==> src/rtl/de2_pio_pkg.sv <==
// Shared definitions for the DE2 input PIO: register map, edge-type encodings
// and the edge-detect helper used by the top level.
package de2_pio_pkg;

   localparam logic [1:0] ADDR_DATA     = 2'd0;
   localparam logic [1:0] ADDR_RSVD     = 2'd1;
   localparam logic [1:0] ADDR_IRQ_MASK = 2'd2;
   localparam logic [1:0] ADDR_EDGE_CAP = 2'd3;

   typedef enum int {
      EDGE_RISE = 0,
      EDGE_FALL = 1,
      EDGE_ANY  = 2
   } edge_type_e;

   // Edge vector between the current filtered level and the previous one.
   function automatic logic [31:0] edge_vec(input int etype,
                                            input logic [31:0] cur,
                                            input logic [31:0] prv);
      logic [31:0] res;
      case (etype)
         int'(EDGE_RISE): res = cur & ~prv;
         int'(EDGE_FALL): res = ~cur & prv;
         default:         res = cur ^ prv;
      endcase
      return res;
   endfunction

endpackage

==> src/rtl/de2_pio_button_in_if.sv <==
// Avalon-MM slave bus bundle for the input PIO (2-bit word address, 1-cycle read
// latency); the CPU side uses master, the PIO uses slave.
interface de2_pio_button_in_if;

   logic [1:0]  address;
   logic        chipselect;
   logic        write_n;
   logic [31:0] writedata;
   logic [31:0] readdata;

   modport master (
      output address,
      output chipselect,
      output write_n,
      output writedata,
      input  readdata
   );

   modport slave (
      input  address,
      input  chipselect,
      input  write_n,
      input  writedata,
      output readdata
   );

endinterface

==> src/rtl/de2_pio_debounce.sv <==
// One-bit debounce filter: the output follows the input only after it has
// differed from the output for DEBOUNCE_CYCLES consecutive cycles.
module de2_pio_debounce #(
   parameter int   DEBOUNCE_CYCLES = 50000,
   parameter logic IDLE_BIT        = 1'b1
) (
   input  logic clk,
   input  logic reset,
   input  logic din,
   output logic dout
);

   localparam int CW = $clog2(DEBOUNCE_CYCLES + 1);
   localparam logic [CW-1:0] CNT_LAST = CW'(DEBOUNCE_CYCLES - 1);

   logic [CW-1:0] cnt_q, cnt_d;
   logic          filt_q, filt_d;

   always_comb begin
      cnt_d  = cnt_q;
      filt_d = filt_q;
      if (din == filt_q) begin
         cnt_d = '0;
      end else if (cnt_q == CNT_LAST) begin
         filt_d = din;
         cnt_d  = '0;
      end else begin
         cnt_d = cnt_q + CW'(1);
      end
   end

   always_ff @(posedge clk) begin
      if (reset) begin
         cnt_q  <= '0;
         filt_q <= IDLE_BIT;
      end else begin
         cnt_q  <= cnt_d;
         filt_q <= filt_d;
      end
   end

   assign dout = filt_q;

endmodule

==> src/rtl/de2_pio_button_in.sv <==
// Avalon-MM input PIO for DE2 keys/switches: sync, optional debounce (macro
// PIO_IN_DEBOUNCE_EN), sticky edge capture with W1C and a maskable level irq.
module de2_pio_button_in
   import de2_pio_pkg::*;
#(
   parameter int               WIDTH           = 4,
   parameter logic [WIDTH-1:0] IDLE_VALUE      = WIDTH'(4'hF),
   parameter int               EDGE_TYPE       = 1,
   parameter int               DEBOUNCE_CYCLES = 50000
) (
   input  logic                 clk,
   input  logic                 reset,
   de2_pio_button_in_if.slave   bus,
   input  logic [WIDTH-1:0]     in_port,
   output logic                 irq
);

   logic [WIDTH-1:0] sync_q1, sync_d1;
   logic [WIDTH-1:0] sync_q2, sync_d2;
   logic [WIDTH-1:0] prev_q, prev_d;
   logic [WIDTH-1:0] cap_q, cap_d;
   logic [WIDTH-1:0] mask_q, mask_d;
   logic [31:0]      rdata_q, rdata_d;

   logic [WIDTH-1:0] filtered;
   logic [WIDTH-1:0] edges;
   logic [WIDTH-1:0] clr;
   logic             wr_en;
   logic             unused_wdata;

`ifdef PIO_IN_DEBOUNCE_EN
   for (genvar i = 0; i < WIDTH; i++) begin : g_db
      de2_pio_debounce #(
         .DEBOUNCE_CYCLES (DEBOUNCE_CYCLES),
         .IDLE_BIT        (IDLE_VALUE[i])
      ) u_db (
         .clk   (clk),
         .reset (reset),
         .din   (sync_q2[i]),
         .dout  (filtered[i])
      );
   end
`else
   localparam int UNUSED_DEBOUNCE = DEBOUNCE_CYCLES;
   assign filtered = sync_q2;
`endif

   assign wr_en        = bus.chipselect & ~bus.write_n;
   assign edges        = WIDTH'(edge_vec(EDGE_TYPE, 32'(filtered), 32'(prev_q)));
   assign unused_wdata = ^bus.writedata;

   // NOTE: every variable gets a default at the top of always_comb so no path
   // leaves it unassigned, which would otherwise infer a latch.
   always_comb begin
      sync_d1 = in_port;
      sync_d2 = sync_q1;
      prev_d  = filtered;

      mask_d = mask_q;
      if (wr_en && bus.address == ADDR_IRQ_MASK) begin
         mask_d = bus.writedata[WIDTH-1:0];
      end

      clr = '0;
      if (wr_en && bus.address == ADDR_EDGE_CAP) begin
         clr = bus.writedata[WIDTH-1:0];
      end
      // A new edge wins over a simultaneous clear of the same bit.
      cap_d = (cap_q & ~clr) | edges;

      // Mux reads the pre-write register values, so a same-cycle write is not seen.
      rdata_d = '0;
      case (bus.address)
         ADDR_DATA:     rdata_d[WIDTH-1:0] = filtered;
         ADDR_IRQ_MASK: rdata_d[WIDTH-1:0] = mask_q;
         ADDR_EDGE_CAP: rdata_d[WIDTH-1:0] = cap_q;
         default:       rdata_d = '0;
      endcase
   end

   // NOTE: state is updated with non-blocking assignments so every flop samples
   // the pre-edge value of the others regardless of statement order.
   always_ff @(posedge clk) begin
      if (reset) begin
         sync_q1 <= IDLE_VALUE;
         sync_q2 <= IDLE_VALUE;
         prev_q  <= IDLE_VALUE;
         cap_q   <= '0;
         mask_q  <= '0;
         rdata_q <= '0;
      end else begin
         sync_q1 <= sync_d1;
         sync_q2 <= sync_d2;
         prev_q  <= prev_d;
         cap_q   <= cap_d;
         mask_q  <= mask_d;
         rdata_q <= rdata_d;
      end
   end

   assign bus.readdata = rdata_q;
   assign irq          = |(cap_q & mask_q);

endmodule

==> src/flat_wrapper.sv <==
// flat-port wrapper written by rule: the top's interface ports become plain ports
module de2_pio_button_in_flat import de2_pio_pkg::*;
#(
   parameter int               WIDTH           = 4,
   parameter logic [WIDTH-1:0] IDLE_VALUE      = WIDTH'(4'hF),
   parameter int               EDGE_TYPE       = 1,
   parameter int               DEBOUNCE_CYCLES = 50000
)
  (clk, reset, in_port, irq, bus_address, bus_chipselect, bus_write_n, bus_writedata, bus_readdata);
  de2_pio_button_in_if bus_i ();
  input  logic clk;
  input  logic reset;
  input  logic [WIDTH-1:0] in_port;
  output logic irq;
  input wire logic [$bits(bus_i.address)-1:0] bus_address;
  input wire logic [$bits(bus_i.chipselect)-1:0] bus_chipselect;
  input wire logic [$bits(bus_i.write_n)-1:0] bus_write_n;
  input wire logic [$bits(bus_i.writedata)-1:0] bus_writedata;
  output wire logic [$bits(bus_i.readdata)-1:0] bus_readdata;
  assign bus_i.address = bus_address;
  assign bus_i.chipselect = bus_chipselect;
  assign bus_i.write_n = bus_write_n;
  assign bus_i.writedata = bus_writedata;
  assign bus_readdata = bus_i.readdata;
  de2_pio_button_in #(.WIDTH(WIDTH), .IDLE_VALUE(IDLE_VALUE), .EDGE_TYPE(EDGE_TYPE), .DEBOUNCE_CYCLES(DEBOUNCE_CYCLES)) u_core (.clk(clk), .reset(reset), .bus(bus_i), .in_port(in_port), .irq(irq));
endmodule
==> config.mk <==
export PLATFORM = sky130hd
export DESIGN_NAME = de2_pio_button_in_flat
export DESIGN_NICKNAME = d
export VERILOG_FILES = /design/src/rtl/de2_pio_pkg.sv /design/src/rtl/de2_pio_button_in_if.sv /design/src/rtl/de2_pio_debounce.sv /design/src/rtl/de2_pio_button_in.sv /design/src/flat_wrapper.sv
export SDC_FILE = /design/constraint.sdc
export NUM_CORES = 1
export LEC_CHECK = 0
export CORE_AREA = 2 2 56 64
export CTS_CLUSTER_SIZE = 40
export DETAILED_ROUTE_END_ITERATION = 8
export DIE_AREA = 0 0 58 66
export MAX_ROUTING_LAYER = met4
export PLACE_DENSITY = 0.82
export SLEW_MARGIN = 20
export SYNTH_ARGS = -nofsm -noshare
export SYNTH_HDL_FRONTEND = slang
export SYNTH_SLANG_ARGS = --single-unit
export TNS_END_PERCENT = 100
==> constraint.sdc <==
create_clock -name clk -period 2.1 [get_ports clk]
set_input_delay 0.42 -clock clk [delete_from_list [all_inputs] [get_ports clk]]
set_output_delay 0.42 -clock clk [all_outputs]
set_load 0.01 [all_outputs]
==> reports/metrics.cfg, run 1 <==
[sta]
worst_slack_ps = 249
slew_violations = 0
clock_skew_ps = 0.732
finalSetupTns_ps = 0
max_clock_freq_mhz = 540
timing.slew.headroom_pct = 65.4
fin_crit_ps = 1850
rsz0062_at_grt = no
setup_violations = 0
fin_crit_sh_pct = 88.2
worst_slew_pin_slew_ps = 517
final_hold_viol_count = 0

[global_route]
grt.total_usage_pct = 10.1
antenna_found_initial = 0
grt_pass1_wl_um = 2900
grt.overflow.total = 0
grt_pass1_vias = 719
grt_max_degree = 22

[cts]
cts_tree = built
htreeDepth = 1
clock_latency_ps = 300
cts_resized = 0
hold_buffers = 0
cts_buffer_depth = 2
cts-root-buf = clkbuf_4
cts_setup_buffers = 0
cts_buffers = 3
clock-sinks = 24
clk_pin_slew_ps = 120

[synth]
yosysTopAreaCell = dfxtp_1
synth_top_area_share_pct = 40.1
synth_area_mm2 = 0.00120
ys_types = 22
ys_warn_count = 0
ys_seq_area_share_pct = 40.1
synthArstFlopShare_pct = 0
synth_edf_count = 0
avgSynthCellArea_um2 = 10.3
synthCells = 116
synth-seq-cells = 24
synthFlopType = dfxtp_1
netlist_top_cells_area = dfxtp_1 (40%), buf_4 (18%), mux2i_1 (6.7%), or2_2 (6.3%), or3b_1 (4.4%)

[final_layout]
synthToLayoutAreaGrowth_pct = 12.9
fin_util_pct = 42.4
drive_gt1_share_pct = 20.7
antenna_cells = 0
postLayoutCellArea_mm2 = 0.00135
final_nets = 178

[setup_path]
slowest_delay_ps = 530
r2r-start = u_core.cap_q[2]
rr_endpoint = u_core.cap_q[2]
path_class = register to primary output
crit_buf_inv = 1
cp_max_fo = 4
reg2reg_slack_ps = 1110
worstPathArrival_ps = 1430
cp_slowest_cell = clkdlybuf4s50_1
cp_cell_sequence = a22oi_1 -> nand2_1 -> clkdlybuf4s50_1
worstRegToRegCells = 2
worst_path_dominant_cell_family = buffers and inverters
endpoint_kind = primary output
cp.required_ps = 1680
setup.worst_path.start_class = register

[worst_hold_path]
hold_class = register to register
hold_path_startpoint = u_core.sync_d2[3]
hold_depth = 1
min_to = u_core.filtered[3]

[floorplan]
fp.dieArea_mm2 = 0.00383
rows = 22
ioPinCount = 75
die_w_um = 58
die_h_um = 66
initial_utilization_pct = 37.5
core_mm2 = 0.00319

[drt]
wire_per_inst_um = 10.5
vias_per_cell = 4.34
vias = 742
drtIter0Drc = 5
first_pass_iters = 2
drt_wl_total_um = 1800
drc = 0
drtAntennaViolNets = 0

[placement]
dpl_cell_area_mm2 = 0.00130
port_buffers = 18
dpl_worst_slack_ps = 220
gp_congestion = 0.727

[power]
p_leak_uw = 0.000562
ir_drop_mv = 0.314
pwr_density_cell_mw_per_mm2 = 696
total_power_uw = 942

[job]
cap_violations = 0

[status]
status = finished clean

area by class of cell:
class	instances	area, um^2
Fill cell	327	1840
Multi-Input combinational cell	85	569
Sequential cell	24	480
Timing Repair Buffer	21	203
Tap cell	36	45.0
Clock inverter	1	30.0
Clock buffer	3	22.5
Inverter	1	3.75
per-layer routing:
| metal | part of all wire [%] | wire length, um | GRT usage [%] |
|---|---|---|---|
| met5 | 0 | 0 | - |
| met4 | 1.1 | 19 | 4.36 |
| met3 | 8.3 | 149 | 1.76 |
| met2 | 53 | 947 | 19.3 |
| met1 | 38 | 682 | 9.79 |
synthesized netlist by cell type, types with 2 or more instances:
| master | instances |
|---|---|
| a211oi_1 | 4 |
| a21boi_0 | 4 |
| nand2b_1 | 8 |
| mux2i_1 | 8 |
| o211ai_1 | 2 |
| or3b_2 | 2 |
| buf_4 | 28 |
| buf_6 | 2 |
| o211ai_2 | 2 |
| nand2b_2 | 4 |
| a22oi_1 | 2 |
| or3b_1 | 6 |
| dfxtp_1 | 24 |
| or2_2 | 12 |
how the worst max path moves through the flow:
stage / endpoint / from / cells after the start / slack (ps)
floorplan: u_core.mask_q[0] / bus_address[1] / 4 / 1000
global route: irq / u_core.cap_q[0] / 3 / 160
detailed placement: u_core.mask_q[3] / bus_address[0] / 3 / 220
CTS: irq / u_core.cap_q[0] / 3 / 220
global placement: u_core.mask_q[2] / bus_address[0] / 3 / 300
finish: irq / u_core.cap_q[0] / 3 / 250
per-stage QoR:
step / std cells / hold WS, ps
floorplan: 143 / 389
global placement: 167 / 392
detailed placement: 167 / 394
CTS: 171 / 425
global route: 171 / 444
finish: 171 / 423
cell families (layout without fill, tap and decap cells):
logic type	count (synthesis)	after routing	synth area share, %
flip-flops	24	24	40.1
other	1	28	0.313
AND/OR/NAND/NOR	35	35	22.4
multiplexers	8	8	6.68
buffers and inverters	34	26	20.9
AO/OA/AOI/OAI	14	14	9.60
placed cells by master, fill, tap and decap left out:
cell and n:
a211oi_1 4, mux2i_1 8, o211ai_1 2, conb_1 28, clkbuf_4 3, bufinv_16 1, nor4bb_4 1, buf_4 3
a21boi_0 4, and4b_1 1, a22oi_1 2, dfxtp_1 24, nand2b_2 4, clkdlybuf4s50_1 18, nand2b_1 8, inv_1 1
or2_2 12, or3b_2 2, nand2_1 1, o211ai_2 2, or3b_1 6
power by group:
| group | total (uW) | switching (uW) | internal (uW) |
|---|---|---|---|
| registers | 494 | 13.8 | 480 |
| clock network | 320 | 128 | 193 |
| logic | 128 | 60.7 | 67.6 |
sequential cells by signal, summed over array words and instances (netlist names):
name and flops:
u_core.filtered 4, u_core.prev_q 4, u_core.bus.readdata 4, u_core.mask_q 4
u_core.cap_q 4, u_core.sync_d2 4
Power figures use the tool's default switching activity.
==> run 2, diff against run 1 <==
--- a/config.mk
+++ b/config.mk
@@ -5,12 +5,14 @@
 export SDC_FILE = /design/constraint.sdc
 export NUM_CORES = 1
 export LEC_CHECK = 0
-export CORE_AREA = 2 2 56 64
+export CORE_AREA = 5 5 59 67
+export CTS_CLUSTER_DIAMETER = 50
 export CTS_CLUSTER_SIZE = 40
 export DETAILED_ROUTE_END_ITERATION = 8
-export DIE_AREA = 0 0 58 66
+export DIE_AREA = 0 0 64 72
 export MAX_ROUTING_LAYER = met4
 export PLACE_DENSITY = 0.82
+export SETUP_SLACK_MARGIN = 0.4
 export SLEW_MARGIN = 20
 export SYNTH_ARGS = -nofsm -noshare
 export SYNTH_HDL_FRONTEND = slang
==> run 2 against run 1 <==
- sequential power hardly changed
- setup slack better by 240 ps
- critical path depth stayed put
- clock power decreased by 25%
- highest routed layer unchanged
==> reports/metrics.cfg, run 2 (same netlist as run 1, synthesis figures left out) <==
[status]
status = finished clean  ; unchanged

[power]
total_power_uw = 865  ; was 942 uW
p_leak_uw = 0.000558  ; was 0.000562 uW
ir_drop_mv = 0.287  ; was 0.314 mV
pwr_density_cell_mw_per_mm2 = 641  ; was 696 mW/mm^2

[sta]
fin_crit_sh_pct = 76.6  ; was 88.2%
finalSetupTns_ps = 0  ; unchanged
clock_skew_ps = 10.2  ; was 0.732 ps
max_clock_freq_mhz = 621  ; was 540 MHz
rsz0062_at_grt = no  ; unchanged
slew_violations = 0  ; unchanged
final_hold_viol_count = 0  ; unchanged
fin_crit_ps = 1610  ; was 1850 ps
setup_violations = 0  ; unchanged

[drt]
drtAntennaViolNets = 0  ; unchanged
drc = 0  ; unchanged
first_pass_iters = 4  ; was 2
wire_per_inst_um = 11.0  ; was 10.5 um
drtIter0Drc = 4  ; was 5
drt_wl_total_um = 1880  ; was 1800 um
vias_per_cell = 4.31  ; was 4.34
vias = 737  ; was 742

[placement]
dpl_cell_area_mm2 = 0.00130  ; unchanged
port_buffers = 18  ; unchanged
gp_congestion = 0.768  ; was 0.727
dp_hpwl_um = 1470

[setup_path]
r2r-start = u_core.cap_q[2]  ; unchanged
cp_cell_sequence = a22oi_1 -> nand2_1 -> clkdlybuf4s15_1  ; was a22oi_1 -> nand2_1 -> clkdlybuf4s50_1
path_class = register to primary output  ; unchanged
cp_slowest_cell = dfxtp_4  ; was clkdlybuf4s50_1
worstPathArrival_ps = 1190  ; was 1430 ps
slowest_delay_ps = 370  ; was 530 ps
endpoint_kind = primary output  ; unchanged
crit_buf_inv = 1  ; unchanged
cp_max_fo = 4  ; unchanged
cp.required_ps = 1680  ; about the same
worst_path_dominant_cell_family = flip-flops  ; was buffers and inverters
setup.worst_path.start_class = register  ; unchanged
critPathLaunch = u_core.cap_q[1]  ; was u_core.cap_q[0]

[final_layout]
layout_commonest_cell = conb_1  ; unchanged
postLayoutCellArea_mm2 = 0.00135  ; about the same
antenna_cells = 0  ; unchanged
layout_common_cells = conb_1 (28), dfxtp_1 (21), clkdlybuf4s50_1 (17)  ; was conb_1 (28), dfxtp_1 (24), clkdlybuf4s50_1 (18)
final_nets = 178  ; unchanged
drive_gt1_share_pct = 23.7  ; was 20.7%
synthToLayoutAreaGrowth_pct = 12.5  ; was 12.9%

[cts]
htreeDepth = 1  ; unchanged
clk_pin_slew_ps = 120  ; about the same
cts_tree = built  ; unchanged
clock-sinks = 24  ; unchanged
cts_buffers = 3  ; unchanged
cts_buffer_depth = 2  ; unchanged
clock_latency_ps = 310  ; was 300 ps
cts-root-buf = clkbuf_4  ; unchanged

[global_route]
met3_usage_pct = 2.17  ; was 1.76%
grt.total_usage_pct = 8.16  ; was 10.1%
grt.overflow.total = 0  ; unchanged
antenna_found_initial = 0  ; unchanged
grt_pass1_vias = 694  ; was 719
groute.layer.met1.usage_pct = 8.74  ; was 9.79%
grt_max_degree = 22  ; unchanged
grt_pass1_wl_um = 2930  ; was 2900 um
grt_busiest_layer = met2  ; unchanged
use_met2_pct = 12.8  ; was 19.3%

[floorplan]
rows = 22  ; unchanged
ioPinCount = 75  ; unchanged
initial_utilization_pct = 37.2  ; was 37.5%
die_h_um = 72  ; was 66 um
die_w_um = 64  ; was 58 um
fp.dieArea_mm2 = 0.00461  ; was 0.00383 mm^2
core_mm2 = 0.00322  ; was 0.00319 mm^2

[job]
cap_violations = 0  ; unchanged

[worst_hold_path]
hold_class = register to register  ; unchanged
hold_path_startpoint = u_core.sync_d2[1]  ; was u_core.sync_d2[3]

## run 2: worst paths after layout
check / to / slack (ps) / depth (start not counted)
worst max-delay path: irq / 490 / 3
worst min-delay path: u_core.filtered[1] / 420 / 1
worst max register to register: u_core.cap_q[2] / 1070 / 2
worst min register to register: u_core.filtered[1] / 420 / 1
## run 2: what timing repair did
| item | CTS | global route |
|---|---|---|
| endpoints found under the hold margin | 0 | 0 |
| setup buffers | 0 | 0 |
| endpoints found under the setup margin | 1 | 1 |
| gates resized for setup | 1 | 6 |
| hold buffers | 0 | 0 |
## run 2: metal layers
metal  vias to the layer above  share of wire, %
li1                        373                 -
met1                       332                39
met2                        28                51
met3                         4               8.3
met4                         0               1.3
met5                         -                 0
## run 2: power by group
part	switching [uW]	total (uW)	internal (uW)	leakage [uW]
clock	135	241	106	0.0000210
combinational	60.5	128	67.5	0.000338
sequential	15.0	496	481	0.000199
total	210	865	654	0.000558
## run 2: final cells by class
| cell class | count | area [um^2] |
|---|---|---|
| Tap cell | 36 | 45.0 |
| Clock buffer | 4 | 36.3 |
| Timing Repair Buffer | 21 | 203 |
| Inverter | 1 | 3.75 |
| Fill cell | 318 | 1870 |
| Multi-Input combinational cell | 85 | 574 |
| Sequential cell | 24 | 487 |
## run 2: per-stage QoR
| stage | hold WS, ps | std cells | utilization [%] | setup slack [ps] |
|---|---|---|---|---|
| CTS | 426 | 171 | 41.5 | 421 |
| global route | 445 | 171 | 41.9 | 424 |
| detailed placement | 395 | 167 | 40.4 | 258 |
| floorplan | 389 | 143 | - | 1000 |
| global placement | 391 | 167 | 40.4 | 309 |
| finish | 425 | 171 | 41.9 | 491 |
